## src/rtl/chess_clock_pkg.sv

```systemverilog
// Shared types and constants for the two-player chess clock controller.
// Times are carried as packed {min, sec} so they map directly onto the 9-bit display ports.
package chess_clock_pkg;

    localparam int MIN_W   = 3;
    localparam int SEC_W   = 6;
    localparam int SEC_MAX = 59;

    localparam logic WHITE = 1'b0;
    localparam logic BLACK = 1'b1;

    typedef enum logic [2:0] {
        IDLE  = 3'd0,
        RUN_W = 3'd1,
        RUN_B = 3'd2,
        PAUSE = 3'd3,
        FLAG  = 3'd4
    } state_t;

    typedef struct packed {
        logic [MIN_W-1:0] min;
        logic [SEC_W-1:0] sec;
    } clock_time_t;

    function automatic clock_time_t make_time(input int minutes, input int seconds);
        clock_time_t t;
        t.min = MIN_W'(minutes);
        t.sec = SEC_W'(seconds);
        return t;
    endfunction

endpackage

```

## src/rtl/side_clock.sv

```systemverilog
// One player's mm:ss countdown register with load, borrow-aware decrement and,
// when INCREMENT_EN is defined, a saturating per-move increment.
module side_clock
    import chess_clock_pkg::*;
#(
    parameter int START_MIN = 5,
    parameter int START_SEC = 0
`ifdef INCREMENT_EN
    ,
    parameter int INC_SEC   = 0
`endif
) (
    input  logic       clk,
    input  logic       rst,
    input  logic       load,
    input  logic [8:0] load_value,
`ifdef INCREMENT_EN
    input  logic       inc,
`endif
    input  logic       dec,
    output logic [8:0] value,
    output logic       zero
);

    clock_time_t cur;

`ifdef INCREMENT_EN
    localparam logic [SEC_W:0] INC_STEP  = (SEC_W+1)'(INC_SEC);
    localparam logic [SEC_W:0] SEC_LIMIT = (SEC_W+1)'(SEC_MAX);
    localparam logic [SEC_W:0] SEC_WRAP  = (SEC_W+1)'(SEC_MAX + 1);

    logic [SEC_W:0] sec_sum;
    logic [SEC_W:0] sec_wrapped;
    clock_time_t    inc_time;

    // Seconds overflow carries into minutes; the top of the range pins at 7:59.
    always_comb begin
        sec_sum     = {1'b0, cur.sec} + INC_STEP;
        sec_wrapped = sec_sum - SEC_WRAP;
        inc_time    = cur;
        if (sec_sum > SEC_LIMIT) begin
            if (cur.min == '1) begin
                inc_time.sec = SEC_W'(SEC_MAX);
            end else begin
                inc_time.min = cur.min + 1'b1;
                inc_time.sec = sec_wrapped[SEC_W-1:0];
            end
        end else begin
            inc_time.sec = sec_sum[SEC_W-1:0];
        end
    end
`endif

    always_ff @(posedge clk or posedge rst) begin
        if (rst) begin
            cur <= make_time(START_MIN, START_SEC);
        end else if (load) begin
            cur <= load_value;
`ifdef INCREMENT_EN
        end else if (inc) begin
            cur <= inc_time;
`endif
        end else if (dec && !zero) begin
            if (cur.sec != '0) begin
                cur.sec <= cur.sec - 1'b1;
            end else begin
                cur.min <= cur.min - 1'b1;
                cur.sec <= SEC_W'(SEC_MAX);
            end
        end
    end

    assign value = cur;
    assign zero  = (cur == '0);

endmodule

```

## src/rtl/chess_clock_ctrl.sv

```systemverilog
// Chess clock game sequencer: 1 s divider, game FSM and move handshake driving two side_clock timers.
// Define INCREMENT_EN to credit INC_SEC to the mover's clock on every accepted move.
module chess_clock_ctrl
    import chess_clock_pkg::*;
#(
    parameter int CLK_HZ    = 100_000_000,
    parameter int START_MIN = 5,
    parameter int START_SEC = 0,
    parameter int INC_SEC   = 0
) (
    input  logic       clk,
    input  logic       rst,
    input  logic       start,
    input  logic       pause,
    input  logic       move_valid,
    input  logic       move_color,
    output logic       move_ready,
    output logic [8:0] time_white,
    output logic [8:0] time_black,
    output logic       side,
    output logic [2:0] state,
    output logic       tick,
    output logic       flag,
    output logic       flag_side
);

    localparam int DIV_W = $clog2(CLK_HZ);
    localparam logic [DIV_W-1:0] DIV_LAST   = DIV_W'(CLK_HZ - 1);
    localparam logic [8:0]       START_TIME = make_time(START_MIN, START_SEC);

    if (CLK_HZ < 2 || START_MIN < 0 || START_MIN > 7 || START_SEC < 0 || START_SEC > SEC_MAX ||
        INC_SEC < 0 || INC_SEC > SEC_MAX) begin : g_bad_params
        $error("chess_clock_ctrl: parameter out of range");
    end

    state_t           state_q, state_d;
    logic [DIV_W-1:0] divider;
    logic             saved_side;
    logic             running, restart, move_accept, wrap, tick_event, expiring;
    logic             zero_white, zero_black, run_zero;
    logic [8:0]       run_time;

    assign running     = (state_q == RUN_W) || (state_q == RUN_B);
    assign restart     = ((state_q == IDLE) || (state_q == FLAG)) && start;
    assign move_accept = move_valid && move_ready;
    assign wrap        = running && (divider == DIV_LAST);
    // A move landing on the wrap cycle swallows that second's decrement.
    assign tick_event  = wrap && !move_accept;
    assign run_zero    = side ? zero_black : zero_white;
    assign run_time    = side ? time_black : time_white;
    assign expiring    = tick_event && (run_zero || (run_time == 9'd1));

    always_ff @(posedge clk or posedge rst) begin
        if (rst) state_q <= IDLE;
        else     state_q <= state_d;
    end

    always_comb begin
        state_d = state_q;
        case (state_q)
            IDLE, FLAG: if (start) state_d = RUN_W;
            RUN_W, RUN_B: begin
                if (move_accept)   state_d = pause ? PAUSE : (side ? RUN_W : RUN_B);
                else if (expiring) state_d = FLAG;
                else if (pause)    state_d = PAUSE;
            end
            PAUSE: if (pause) state_d = saved_side ? RUN_B : RUN_W;
            default: state_d = IDLE;
        endcase
    end

    always_comb begin
        move_ready = running && (move_color == side);
    end

    // Divider, side bookkeeping and status flags; the divider freezes outside the RUN states.
    always_ff @(posedge clk or posedge rst) begin
        if (rst) begin
            divider    <= '0;
            side       <= WHITE;
            saved_side <= WHITE;
            flag       <= 1'b0;
            flag_side  <= WHITE;
            tick       <= 1'b0;
        end else begin
            tick <= tick_event && !run_zero;
            if (restart) begin
                divider <= '0;
                side    <= WHITE;
                flag    <= 1'b0;
            end else if (running) begin
                divider <= (move_accept || wrap) ? '0 : divider + 1'b1;
                if (move_accept) side <= ~side;
                if (state_d == PAUSE) saved_side <= move_accept ? ~side : side;
                if (state_d == FLAG) begin
                    flag      <= 1'b1;
                    flag_side <= side;
                end
            end
        end
    end

    assign state = state_q;

    side_clock #(
        .START_MIN(START_MIN),
        .START_SEC(START_SEC)
`ifdef INCREMENT_EN
        ,
        .INC_SEC  (INC_SEC)
`endif
    ) u_white (
        .clk       (clk),
        .rst       (rst),
        .load      (restart),
        .load_value(START_TIME),
`ifdef INCREMENT_EN
        .inc       (move_accept && (side == WHITE)),
`endif
        .dec       (tick_event && (side == WHITE)),
        .value     (time_white),
        .zero      (zero_white)
    );

    side_clock #(
        .START_MIN(START_MIN),
        .START_SEC(START_SEC)
`ifdef INCREMENT_EN
        ,
        .INC_SEC  (INC_SEC)
`endif
    ) u_black (
        .clk       (clk),
        .rst       (rst),
        .load      (restart),
        .load_value(START_TIME),
`ifdef INCREMENT_EN
        .inc       (move_accept && (side == BLACK)),
`endif
        .dec       (tick_event && (side == BLACK)),
        .value     (time_black),
        .zero      (zero_black)
    );

endmodule

```

## config.mk

```make
export PLATFORM = sky130hd
export DESIGN_NAME = chess_clock_ctrl
export DESIGN_NICKNAME = d
export VERILOG_FILES = /design/src/rtl/chess_clock_pkg.sv /design/src/rtl/side_clock.sv /design/src/rtl/chess_clock_ctrl.sv
export SDC_FILE = /design/constraint.sdc
export NUM_CORES = 1
export LEC_CHECK = 0
export CAP_MARGIN = 25
export CORE_ASPECT_RATIO = 1.2
export CORE_MARGIN = 3
export CORE_UTILIZATION = 45
export DETAILED_ROUTE_END_ITERATION = 8
export GPL_ROUTABILITY_DRIVEN = 0
export PLACE_DENSITY = 0.66
export SYNTH_ARGS = -nofsm -noshare
export SYNTH_HDL_FRONTEND = slang
export SYNTH_SLANG_ARGS = --single-unit
```

## constraint.sdc

```tcl
create_clock -name clk -period 3.5 [get_ports clk]
set_clock_uncertainty 0.05 [all_clocks]
set_input_delay 0.525 -clock clk [delete_from_list [all_inputs] [get_ports clk]]
set_output_delay 0.525 -clock clk [all_outputs]
set_load 0.005 [all_outputs]
```

=== Yosys cells after proc, flatten, opt, wreduce, memory -nomap -nowiden ===
Cells that the tools add are included.

* Bits in registers: 53
* Input bits: 6
* Output and inout bits: 26

* Reduce and logical (&&, ||, !) cells: 35
* $add $sub $neg: 5
* Bitwise logic cells: 2
* Muxes and demuxes: 28
* Eq/ne operators: 11

{| class="wikitable"
|+ Operators with widths
! cell !! count
|-
| 2-to-1 mux 27 bit || 3
|-
| 2-to-1 mux 9 bit || 5
|-
| adder 27 x 1 -> 27 bit, second input constant || 1
|-
| equality test 27 bit, second input constant || 1
|-
| 2-to-1 mux 3 bit || 7
|-
| zero test 9 bit || 2
|-
| 2-to-1 mux 6 bit || 2
|-
| nonzero test 6 bit || 2
|-
| subtractor 6 x 1 -> 6 bit, second input constant || 2
|-
| logical AND 1 bit || 11
|-
| equality test 3 x 2 -> 1 bit, second input constant || 3
|-
| equality test 9 x 1 -> 1 bit, second input constant || 1
|-
| case mux 3 bit (3 select lines) || 1
|-
| nonzero test 2 bit || 4
|-
| 2-to-1 mux 1 bit || 7
|-
| equality test 3 bit, second input constant || 2
|-
| 2-to-1 mux 2 bit || 3
|-
| AND reduction 2 bit || 3
|-
| AND reduction 3 bit || 2
|-
| subtractor 3 x 1 -> 3 bit, second input constant || 2
|-
| zero test 1 bit || 4
|-
| logical OR 1 bit || 4
|-
| != test 2 bit, second input constant || 2
|-
| OR reduction 2 bit || 2
|-
| 4 further kinds || 5
|}

=== Depth between registers and ports, before layout ===
Gate-level depths: netlist (run 1).

* Depth after elaboration: 14
* Gate-level depth with buffers: 9
* Mapped depth without buffers: 8

=== By module ===
From an unflattened synthesis (run 1), not the netlist that was laid out.

* Cells, all modules: 373
* Area total of the unflattened synthesis: 3372.0 sq um

{| class="wikitable"
|+ By module, submodules not included
! module !! seq. area each (sq um) !! times used !! area each (sq um) !! cells an instance
|-
| chess_clock_ctrl || 875.8 || 1 || 2173.3 || 239
|-
| side_clock || 227.7 || 2 || 599.3 || 67
|}

=== Worst setup path after synthesis (run 1) ===
Ideal clock, no wire load.

* Kind: register -> register
* Start: register u_black.cur (netlist bit u_black.value[0])
* End: register saved_side
* Path buffers: 0
* Arrival time: 2.261 ns
* Stages on the path, launching flop included: 9
* Setup slack: 1.063 ns
* Setup time: 0.125 ns
* Cells stage by stage: dfrtp_1 inv_1 ha_1 or4bb_1 o21ai_0 nand2_1 a31oi_4 a211oi_2 mux2_4

* Cells in the longest elaborated chain, start to end: 9

{| class="wikitable"
|+ Ends and longest elaborated chain
! element !! RTL line !! text
|-
| start, declared || side_clock.sv:25 || <nowiki>clock_time_t cur;</nowiki>
|-
| start signal, assigned || side_clock.sv:56 || <nowiki>cur <= make_time(START_MIN, START_SEC);</nowiki>
|-
| start signal, assigned || side_clock.sv:58 || <nowiki>cur <= load_value;</nowiki>
|-
| 2-to-1 mux 9 bit or zero test 9 bit (tied branches) || chess_clock_ctrl.sv:50, side_clock.sv:74 ||
|-
| equality test 9 x 1 -> 1 bit or 2-to-1 mux 1 bit (tied branches) || chess_clock_ctrl.sv:51, chess_clock_ctrl.sv:49 ||
|-
| logical OR 1 bit * || chess_clock_ctrl.sv:51 || <nowiki>assign expiring = tick_event && (run_zero || (run_time == 9'd1));</nowiki>
|-
| logical AND 1 bit * || chess_clock_ctrl.sv:51 ||
|-
| 2-to-1 mux 3 bit * || chess_clock_ctrl.sv:64 || <nowiki>else if (expiring) state_d = FLAG;</nowiki>
|-
| 2-to-1 mux 3 bit * || chess_clock_ctrl.sv:63 || <nowiki>if (move_accept) state_d = pause ? PAUSE : (side ? RUN_W : RUN_B);</nowiki>
|-
| case mux 3 bit (3 select lines) * || chess_clock_ctrl.sv:60 || <nowiki>case (state_q)</nowiki>
|-
| equality test 3 x 2 -> 1 bit * || chess_clock_ctrl.sv:94 || <nowiki>if (state_d == PAUSE) saved_side <= move_accept ? ~side : side;</nowiki>
|-
| AND reduction 3 bit (no source line) * || -- ||
|-
| end signal, assigned || chess_clock_ctrl.sv:94 ||
|-
| end, declared || chess_clock_ctrl.sv:38 || <nowiki>logic saved_side;</nowiki>
|}

Every way passes the cells marked *; elsewhere a longest branch is shown, timed or not.
A chain may end at the register's enable or synchronous reset.

=== Final worst setup path (run 1) ===
* Start: input move_color
* End: register saved_side

* Cells in the longest elaborated chain, start to end: 11

{| class="wikitable"
|+ Ends and longest elaborated chain
! element !! RTL line !! text
|-
| start, declared || chess_clock_ctrl.sv:16 || <nowiki>input logic move_color,</nowiki>
|-
| equality test 1 bit * || chess_clock_ctrl.sv:73 || <nowiki>move_ready = running && (move_color == side);</nowiki>
|-
| logical AND 1 bit * || chess_clock_ctrl.sv:73 ||
|-
| logical AND 1 bit * || chess_clock_ctrl.sv:45 || <nowiki>assign move_accept = move_valid && move_ready;</nowiki>
|-
| zero test 1 bit || chess_clock_ctrl.sv:48 || <nowiki>assign tick_event = wrap && !move_accept;</nowiki>
|-
| logical AND 1 bit || chess_clock_ctrl.sv:48 ||
|-
| logical AND 1 bit || chess_clock_ctrl.sv:51 ||
|-
| 2-to-1 mux 3 bit || chess_clock_ctrl.sv:64 ||
|-
| 2-to-1 mux 3 bit || chess_clock_ctrl.sv:63 ||
|-
| case mux 3 bit (3 select lines) || chess_clock_ctrl.sv:60 ||
|-
| equality test 3 x 2 -> 1 bit || chess_clock_ctrl.sv:94 ||
|-
| AND reduction 3 bit (no source line) || -- ||
|}

Marked as above.

==> flow_metrics.py, run 1 <==
metrics = {
    "worst_hold_path": {
        "hold_class": "reg -> reg",
    },
    "worst_setup_path": {
        "path_class": "in -> reg",
        "crit_arrival_ps": 2980,
        "endpoint_kind": "flip-flop",
        "cp_max_fo": 8,
        "cp.required_ps": 3640,
        "startpoint_type": "input port",
    },
    "global_route": {
        "met1_usage_pct": 24.1,
        "grt_pass1_vias": 2566,
        "grt_pass1_wl_microns": 12000,
        "gr-usage-all-layers_pct": 19.4,
        "overflow": 0,
        "grt_max_degree": 37,
        "met3_usage_pct": 2.97,
        "gr-max-usage-layer": "met2",
        "use_met2_pct": 33.7,
        "antenna_found_initial": 0,
    },
    "timing": {
        "hold_viol_final": 0,
        "finalSetupTns_ps": 0,
        "grt_setup_unrepaired": "no",
        "slew_viol_final": 0,
        "slew-limit-headroom_pct": 49.1,
        "max_freq_mhz": 353,
        "fin_crit_ps": 2830,
        "setup_viol": 0,
        "min_period_over_period_pct": 81.0,
        "tightest_slew_ps": 760,
    },
    "cts": {
        "cts_sinks": 53,
        "cts_tree": "done",
        "clkTransAtPathRegs_ps": 90,
        "cts_root_buf": "clkbuf_8",
        "cts_buffers": 5,
        "hold_buffers": 0,
        "cts.htree.levels": 2,
        "clock_latency_ps": 300,
        "post_cts_buffers": 0,
        "cts_resized": 0,
        "clockBufferDepth": 2,
    },
    "synth": {
        "netlist.area_leader.share_pct": 40.0,
        "ys_seq_elements": 53,
        "async_reset_ff_share_pct": 100,
        "yosysSeqAreaShare_pct": 43.4,
        "synth_warnings": 0,
        "synth-main-ff-cell": "dfrtp_1",
        "synth-edff-count": 0,
        "synth_nets": 355,
        "synth_cell_types": 54,
        "syn_avg_cell_area_sq_um": 9.02,
        "syn_inst": 340,
        "synth.area.top_cells": "dfrtp_1, o21ai_0, nor2_1",
        "synth_top_cell_by_area": "dfrtp_1",
        "syn-cell-area_sq_um": 3070,
    },
    "die": {
        "rows": 32,
        "fp.dieH_microns": 96.5,
        "die_w_microns": 81.4,
        "start_util_pct": 47.0,
        "coreArea_sq_um": 6530,
        "io-pin-count": 32,
        "die_area_sq_um": 7850,
    },
    "routing": {
        "drt_iter0_drc": 135,
        "ant_nets": 0,
        "vias_per_cell": 5.96,
        "drc": 0,
        "wl_microns": 7010,
        "vias": 2716,
        "dr.pass1.iters": 5,
        "post_drt_wl_per_cell_microns": 15.4,
    },
    "pwr": {
        "powerDensity_nw_per_um2": 526,
        "power_uw": 1870,
        "ir_worst_vdd_mv": 0.344,
        "power_leakage_uw": 0.00144,
    },
    "run": {
        "maxCapViolations": 0,
    },
    "final_layout": {
        "areaGrowthSynthToFinish_pct": 16.1,
        "fillCellCount": 587,
        "antenna_cells": 0,
        "drive_gt1_share_pct": 7.82,
        "nNetsFinal": 385,
        "final_area_sq_um": 3560,
    },
    "outcome": {
        "status": "complete, no violations",
    },
    "place": {
        "dp.final_hpwl_microns": 5020,
        "io_buffers": 31,
        "dpl_cell_area_sq_um": 3460,
    },
}
==> cells in the mapped netlist, types with 3 or more instances <==
library cell,instances
a41oi_1,3
nand2_1,30
nand3_1,15
and2_1,6
a21oi_1,13
o21ai_0,42
nor2_1,33
ha_1,9
dfrtp_1,49
xor2_1,5
nand4_1,10
or4_1,3
and4_1,5
mux2i_1,3
o31ai_1,13
a31oi_1,5
xnor2_1,3
nor2b_1,3
nor3_1,10
dfstp_2,4
and3_1,4
nor4_1,8
inv_1,11
a311oi_1,3
o21ai_1,3
clkbuf_1,9
==> cell type report <==
cell class | count | area (sq um) | share of cell area (%)
Clock inverter | 1 | 5.00 | 0.140
Clock buffer | 7 | 96.3 | 2.70
Timing Repair Buffer | 35 | 340 | 9.55
Multi-Input combinational cell | 264 | 1640 | 46.1
Tap cell | 85 | 106 | 2.99
Inverter | 11 | 41.3 | 1.16
Sequential cell | 53 | 1330 | 37.4
==> logic make-up after synthesis <==
kind of cell	share of synthesized area, %
xor+xnor	2.81
buf+inv	3.10
flops	43.4
mux	1.84
compound gates	20.4
fa+ha+maj	3.67
simple gates	24.8
==> routing by layer <==
layer  part of all wire, %  vias up
met3                   3.0       22
li1                      -     1323
met2                    50       59
met5                     0        -
met1                    45     1312
met4                   2.4        0
==> flip-flops by register name (all words and copies together), names as in the netlist <==
register       count
u_white.value      9
divider           27
side               1
u_black.value      9
flag_side          1
tick               1
saved_side         1
flag               1
state              3
==> worst max-delay path: stages <==
cell and delay, ps:
clkdlybuf4s50_1 550, xor2_1 290, o211ai_4 160, or4_1 750
a31oi_4 320, a211oi_2 70, mux2_4 310
==> metrics by stage <==
stage               worst slack (ps)  utilization (%)  std cells  hold WS, ps
finish                           665             54.6        456          452
global route                     531             54.6        456          483
CTS                              647             54.6        456          455
detailed placement               318             53.0        448          439
global placement                 426             53.0        448          428
floorplan                       1060                -        340          400
==> layout by cell type, fill, tap and decap left out, types with 2 or more instances in the layout <==
cell | netlist | routed
a211oi_1 | 2 | 2
a21oi_1 | 13 | 13
a311oi_1 | 3 | 3
a31o_2 | 2 | 2
a31oi_1 | 5 | 5
a41oi_1 | 3 | 3
and2_1 | 6 | 6
and3_1 | 4 | 4
and4_1 | 5 | 5
buf_4 | 2 | 4
clkbuf_8 | 0 | 7
clkdlybuf4s50_1 | 0 | 31
dfrtp_1 | 49 | 49
dfstp_2 | 4 | 4
ha_1 | 9 | 9
inv_1 | 11 | 10
mux2i_1 | 3 | 3
nand2_1 | 30 | 30
nand2b_1 | 2 | 2
nand3_1 | 15 | 15
nand4_1 | 10 | 10
nand4b_1 | 2 | 2
nor2_1 | 33 | 33
nor2b_1 | 3 | 3
nor3_1 | 10 | 10
nor4_1 | 8 | 8
o21ai_0 | 42 | 42
o21ai_1 | 3 | 3
o22a_1 | 2 | 2
o31ai_1 | 13 | 13
o41ai_1 | 2 | 2
or2_1 | 2 | 2
or2_2 | 2 | 2
or3_1 | 2 | 2
or4_1 | 3 | 3
xnor2_1 | 3 | 3
xor2_1 | 5 | 5
==> worst paths after layout <==
kind / slack, ps / end / start / cells past startpoint
min reg2reg: 450 / divider[26]$_DFFE_PP0P_ / divider[26]$_DFFE_PP0P_ / 1
max: 670 / saved_side$_DFFE_PP0P_ / move_color / 7
min in group asynchronous: 460 / u_black.value[2]$_DFFE_PP0P_ / rst / 2
max in group asynchronous: 2120 / u_white.value[8]$_DFFE_PP1P_ / rst / 3
max reg2reg: 730 / saved_side$_DFFE_PP0P_ / divider[0]$_DFFE_PP0P_ / 7
min: 450 / divider[26]$_DFFE_PP0P_ / divider[26]$_DFFE_PP0P_ / 1
==> report_power, final <==
group | total, uW | internal (uW) | switching (uW) | leakage [uW]
combinational | 763 | 280 | 483 | 0.000670
sequential | 734 | 661 | 72.9 | 0.000717
clock | 378 | 179 | 198 | 0.0000542
No activity file was read; power rests on OpenSTA's default activity.
==> run 2: changes to the inputs <==
==> constraint.sdc (replaced) <==
create_clock -name clk -period 3 [get_ports clk]
set_clock_uncertainty 0.05 [all_clocks]
set_input_delay 0.45 -clock clk [delete_from_list [all_inputs] [get_ports clk]]
set_output_delay 0.45 -clock clk [all_outputs]
set_load 0.005 [all_outputs]
==> run 2 against run 1 <==
  * Via count down 0.41%
  * Sequential power up 15%
  * Combinational power up 25%
  * Core utilization up 0.34 points
  * First-iteration DRC count down 59%
  * Final area up 0.63%
  * Critical path depth unchanged
  * Setup slack worse by 390 ps
  * Largest power group unchanged
==> flow_metrics.py, run 2 (same netlist as run 1, synthesis figures left out) <==
metrics = {
    "global_route": {
        "overflow": 0,
        "antenna_found_initial": 0,
        "grt_max_degree": 37,
        "grt_pass1_wl_microns": 12100,
        "grt_pass1_vias": 2596,
        "gr-usage-all-layers_pct": 19.2,
    },
    "cts": {
        "post_cts_buffers": 0,
        "cts.htree.levels": 2,
        "hold_buffers": 0,
        "cts_resized": 0,
        "clkTransAtPathRegs_ps": 100,
        "cts_root_buf": "clkbuf_8",
        "clock_latency_ps": 310,
        "cts_tree": "done",
        "cts_buffers": 5,
        "cts_sinks": 53,
        "clockBufferDepth": 2,
    },
    "timing": {
        "min_period_over_period_pct": 90.7,
        "fin_crit_ps": 2720,
        "worst_slack_ps": 278,
        "setup_viol": 0,
        "max_freq_mhz": 367,
        "finalSetupTns_ps": 0,
        "grt_setup_unrepaired": "no",
        "slew-limit-headroom_pct": 37.7,
        "hold_viol_final": 0,
        "slew_viol_final": 0,
        "tightest_slew_ps": 928,
    },
    "die": {
        "rows": 32,
        "coreArea_sq_um": 6530,
        "die_area_sq_um": 7850,
        "fp.dieH_microns": 96.5,
        "start_util_pct": 47.0,
        "die_w_microns": 81.4,
        "io-pin-count": 32,
    },
    "worst_setup_path": {
        "endpoint_kind": "flip-flop",
        "worst-path-buf-inv": 0,
        "path_class": "reg -> reg",
        "startpoint_type": "flip-flop",
        "crit_arrival_ps": 2870,
        "cp_max_fo": 8,
        "slowest_stage": "or4_1",
        "crit_family": "simple AND/OR/NAND/NOR gates",
        "slowest_delay_ps": 610,
        "cp.required_ps": 3150,
        "crit_chain": "ha_1 > nand3_1 > or3_1 > or4_1 > or2_1 > nor4_1 > o21ai_0",
    },
    "worst_hold_path": {
        "hold_class": "in -> async",
    },
    "outcome": {
        "status": "complete, no violations",
    },
    "final_layout": {
        "fin_util_pct": 54.9,
        "top_register": "divider",
        "final_cell_mix": "dfrtp_1, o21ai_0, nor2_1, clkdlybuf4s50_1, nand2_1",
        "areaGrowthSynthToFinish_pct": 16.8,
        "nNetsFinal": 390,
        "largest_reg_flops": 27,
        "drive_gt1_share_pct": 9.04,
        "antenna_cells": 0,
        "layout_commonest_cell": "dfrtp_1",
    },
    "run": {
        "maxCapViolations": 0,
    },
    "routing": {
        "ant_nets": 0,
        "drc": 0,
        "vias_per_cell": 5.87,
        "vias": 2705,
        "post_drt_wl_per_cell_microns": 15.3,
        "drt_iter0_drc": 56,
        "dr.pass1.iters": 4,
        "wl_microns": 7080,
    },
    "place": {
        "pre_cts_ws_ps": 26.7,
        "io_buffers": 31,
        "dp.final_hpwl_microns": 5100,
    },
    "pwr": {
        "powerDensity_nw_per_um2": 615,
        "ir_worst_vdd_mv": 0.305,
        "power_leakage_uw": 0.00146,
    },
}
## run 2: cell type report
class	count	area, sq um
Inverter	11	41.3
Fill cell	612	2940
Clock buffer	5	68.8
Timing Repair Buffer	40	378
Tap cell	85	106
Sequential cell	53	1330
Multi-Input combinational cell	264	1640
Clock inverter	3	17.5
## run 2: per-stage QoR
step	total power (uW)	cells	hold slack (ps)	cell area (sq um)
5_1_grt	2360	461	425	3580
4_1_cts	2230	461	380	3580
3_5_place_dp	1820	453	443	3500
3_3_place_gp	1800	453	434	3500
2_1_floorplan	1500	340	400	3070
6_report	2200	461	373	3580
## run 2: where the power goes
part           total, uW  switching (uW)  internal [uW]
clock network        405             243            162
registers            843            71.2            771
logic                956             593            363
total               2200             907           1300
## run 2: final timing paths
path / start / to / slack (ps) / cells after the start
max: divider[0]$_DFFE_PP0P_ / u_black.value[3]$_DFFE_PP0P_ / 280 / 7
min: rst / u_white.value[7]$_DFFE_PP0P_ / 370 / 2
max reg2reg: divider[0]$_DFFE_PP0P_ / u_black.value[3]$_DFFE_PP0P_ / 280 / 7
min reg2reg: divider[23]$_DFFE_PP0P_ / divider[23]$_DFFE_PP0P_ / 460 / 1
max in group asynchronous: rst / divider[10]$_DFFE_PP0P_ / 1900 / 3
min in group clk: divider[23]$_DFFE_PP0P_ / divider[23]$_DFFE_PP0P_ / 460 / 1
## run 2: metal layers
layer | vias to the layer above | GRT usage [%] | part of all wire, %
li1 | 1334 | - | -
met1 | 1324 | 24.5 | 45
met2 | 43 | 34.0 | 51
met3 | 4 | 2.78 | 2.8
met4 | 0 | 4.65 | 0.64
met5 | - | 0 | 0
## run 2: worst reg2reg max path, stage by stage, from the launching register on
cell and delay, ps:
dfrtp_1 430, ha_1 210, nand3_1 240, or3_1 430
or4_1 610, or2_1 370, nor4_1 180, o21ai_0 100
==> run 3: changes to the inputs <==
--- a/config.mk
+++ b/config.mk
@@ -5,13 +5,14 @@
 export SDC_FILE = /design/constraint.sdc
 export NUM_CORES = 1
 export LEC_CHECK = 0
-export CAP_MARGIN = 25
 export CORE_ASPECT_RATIO = 1.2
 export CORE_MARGIN = 3
 export CORE_UTILIZATION = 45
+export CTS_CLUSTER_SIZE = 30
 export DETAILED_ROUTE_END_ITERATION = 8
 export GPL_ROUTABILITY_DRIVEN = 0
 export PLACE_DENSITY = 0.66
+export SETUP_SLACK_MARGIN = 0.3
 export SYNTH_ARGS = -nofsm -noshare
 export SYNTH_HDL_FRONTEND = slang
 export SYNTH_SLANG_ARGS = --single-unit
==> run 3 against run 2 <==
  * Global-route usage unchanged
  * Flip-flop and latch count unchanged
  * Final cell count unchanged
  * Critical path type unchanged
  * Critical path depth increased by 1
  * Critical endpoint is now saved_side$_DFFE_PP0P_
  * Final area increased by 0.52%
  * Register-to-register slack improved by 220 ps
==> flow_metrics.py, run 3 (same netlist as run 1, synthesis figures left out) <==
metrics = {
    "worst_setup_path": {
        "crit_path_start": "u_black.value[0]$_DFFE_PP0P_",
        "cp_max_fo": 7,
        "endpoint_kind": "flip-flop",
        "crit_arrival_ps": 2650,
        "path_class": "reg -> reg",
        "cp.required_ps": 3150,
        "rr_worst_depth": 8,
        "r2r_end": "saved_side$_DFFE_PP0P_",
        "r2r_start": "u_black.value[0]$_DFFE_PP0P_",
        "startpoint_type": "flip-flop",
        "endpoint": "saved_side$_DFFE_PP0P_",
        "ff2ff_setup_slack_ps": 500,
    },
    "timing": {
        "max_freq_mhz": 399,
        "grt_setup_unrepaired": "no",
        "slew-limit-headroom_pct": 52.0,
        "tightest_slew_ps": 720,
        "hold_viol_final": 0,
        "finalSetupTns_ps": 0,
        "setup_viol": 0,
        "fin_crit_ps": 2500,
        "min_period_over_period_pct": 83.5,
        "slew_viol_final": 0,
    },
    "die": {
        "start_util_pct": 47.0,
        "rows": 32,
        "coreArea_sq_um": 6530,
        "io-pin-count": 32,
        "fp.dieH_microns": 96.5,
        "die_area_sq_um": 7850,
        "die_w_microns": 81.4,
    },
    "run": {
        "maxCapViolations": 0,
    },
    "final_layout": {
        "top_register": "divider",
        "nNetsFinal": 390,
        "layout_commonest_cell": "dfrtp_1",
        "final_cell_mix": "dfrtp_1, o21ai_0, nor2_1, clkdlybuf4s50_1, nand2_1",
        "fillCellCount": 607,
        "antenna_cells": 0,
        "largest_reg_flops": 27,
        "drive_gt1_share_pct": 10.1,
        "areaGrowthSynthToFinish_pct": 17.5,
        "final_area_sq_um": 3600,
    },
    "global_route": {
        "antenna_found_initial": 0,
        "grt_pass1_wl_microns": 12100,
        "gr-usage-all-layers_pct": 19.2,
        "grt_max_degree": 37,
        "grt_pass1_vias": 2596,
        "overflow": 0,
    },
    "cts": {
        "post_cts_buffers": 0,
        "cts.htree.levels": 2,
        "clock_latency_ps": 310,
        "hold_buffers": 0,
        "cts_resized": 1,
        "cts_root_buf": "clkbuf_8",
        "cts_tree": "done",
        "cts_sinks": 53,
        "cts_buffers": 5,
        "clkTransAtPathRegs_ps": 100,
        "clockBufferDepth": 2,
    },
    "routing": {
        "vias_per_cell": 5.92,
        "post_drt_wl_per_cell_microns": 15.4,
        "wl_microns": 7080,
        "ant_nets": 0,
        "dr.pass1.iters": 4,
        "drt_iter0_drc": 64,
        "drc": 0,
        "vias": 2728,
    },
    "place": {
        "dpl_cell_area_sq_um": 3500,
        "io_buffers": 31,
        "dp.final_hpwl_microns": 5100,
    },
    "outcome": {
        "status": "complete, no violations",
    },
    "pwr": {
        "ir_worst_vdd_mv": 0.309,
        "powerDensity_nw_per_um2": 612,
        "power_uw": 2210,
        "power_leakage_uw": 0.00146,
    },
    "worst_hold_path": {
        "hold_class": "in -> async",
    },
}
==> run 3: layout make-up <==
cell class | instances | area, sq um | area share (%)
multi-input cells | 264 | 1660 | 46.1
flip-flops and latches | 53 | 1330 | 36.9
clock inverters | 3 | 17.5 | 0.486
inverters | 11 | 41.3 | 1.15
well taps | 85 | 106 | 2.95
repair buffers | 40 | 378 | 10.5
clock buffers | 5 | 68.8 | 1.91
==> run 3: worst min path at each step <==
| stage | endpoint | slack (ps) | cells after the start |
|---|---|---|---|
| after global placement | divider[26]$_DFFE_PP0P_ | 430 | 1 |
| after global routing | u_black.value[2]$_DFFE_PP0P_ | 430 | 2 |
| after floorplan | divider[26]$_DFFE_PP0P_ | 400 | 1 |
| final | u_white.value[7]$_DFFE_PP0P_ | 370 | 2 |
| after CTS | u_white.value[7]$_DFFE_PP0P_ | 380 | 2 |
| after detailed placement | divider[15]$_DFFE_PP0P_ | 440 | 1 |
==> run 3: through the flow <==
step                cells  hold slack (ps)  utilization (%)  setup slack [ps]
finish                461              375             55.2               496
global route          461              425             55.2               298
CTS                   461              380             55.0               381
detailed placement    453              443             53.6              26.7
global placement      453              434             53.6              94.7
floorplan             340              400                -               563
==> run 3: layer usage <==
metal / track usage [%] / share of wire (%) / wire, microns / vias to the layer above
met5: 0 / 0 / 0 / -
met4: 4.65 / 0.89 / 63 / 0
met3: 2.78 / 2.6 / 184 / 6
met2: 34.0 / 51 / 3640 / 47
met1: 24.5 / 45 / 3190 / 1344
li1: - / - / - / 1331
==> run 3: worst max-delay path, stage by stage (launching register included) <==
cell and delay (ps):
dfrtp_1 470, inv_1 150, ha_1 210, or4bb_1 510, o21ai_0 280, nand2_1 140
a31oi_4 190, a211oi_2 70, mux2_4 310
==> run 3: power by group <==
| group | internal [uW] | total, uW | leakage (uW) | switching, uW |
|---|---|---|---|---|
| combinational | 364 | 959 | 0.000697 | 595 |
| clock | 162 | 404 | 0.0000439 | 242 |
| sequential | 771 | 843 | 0.000717 | 72.0 |
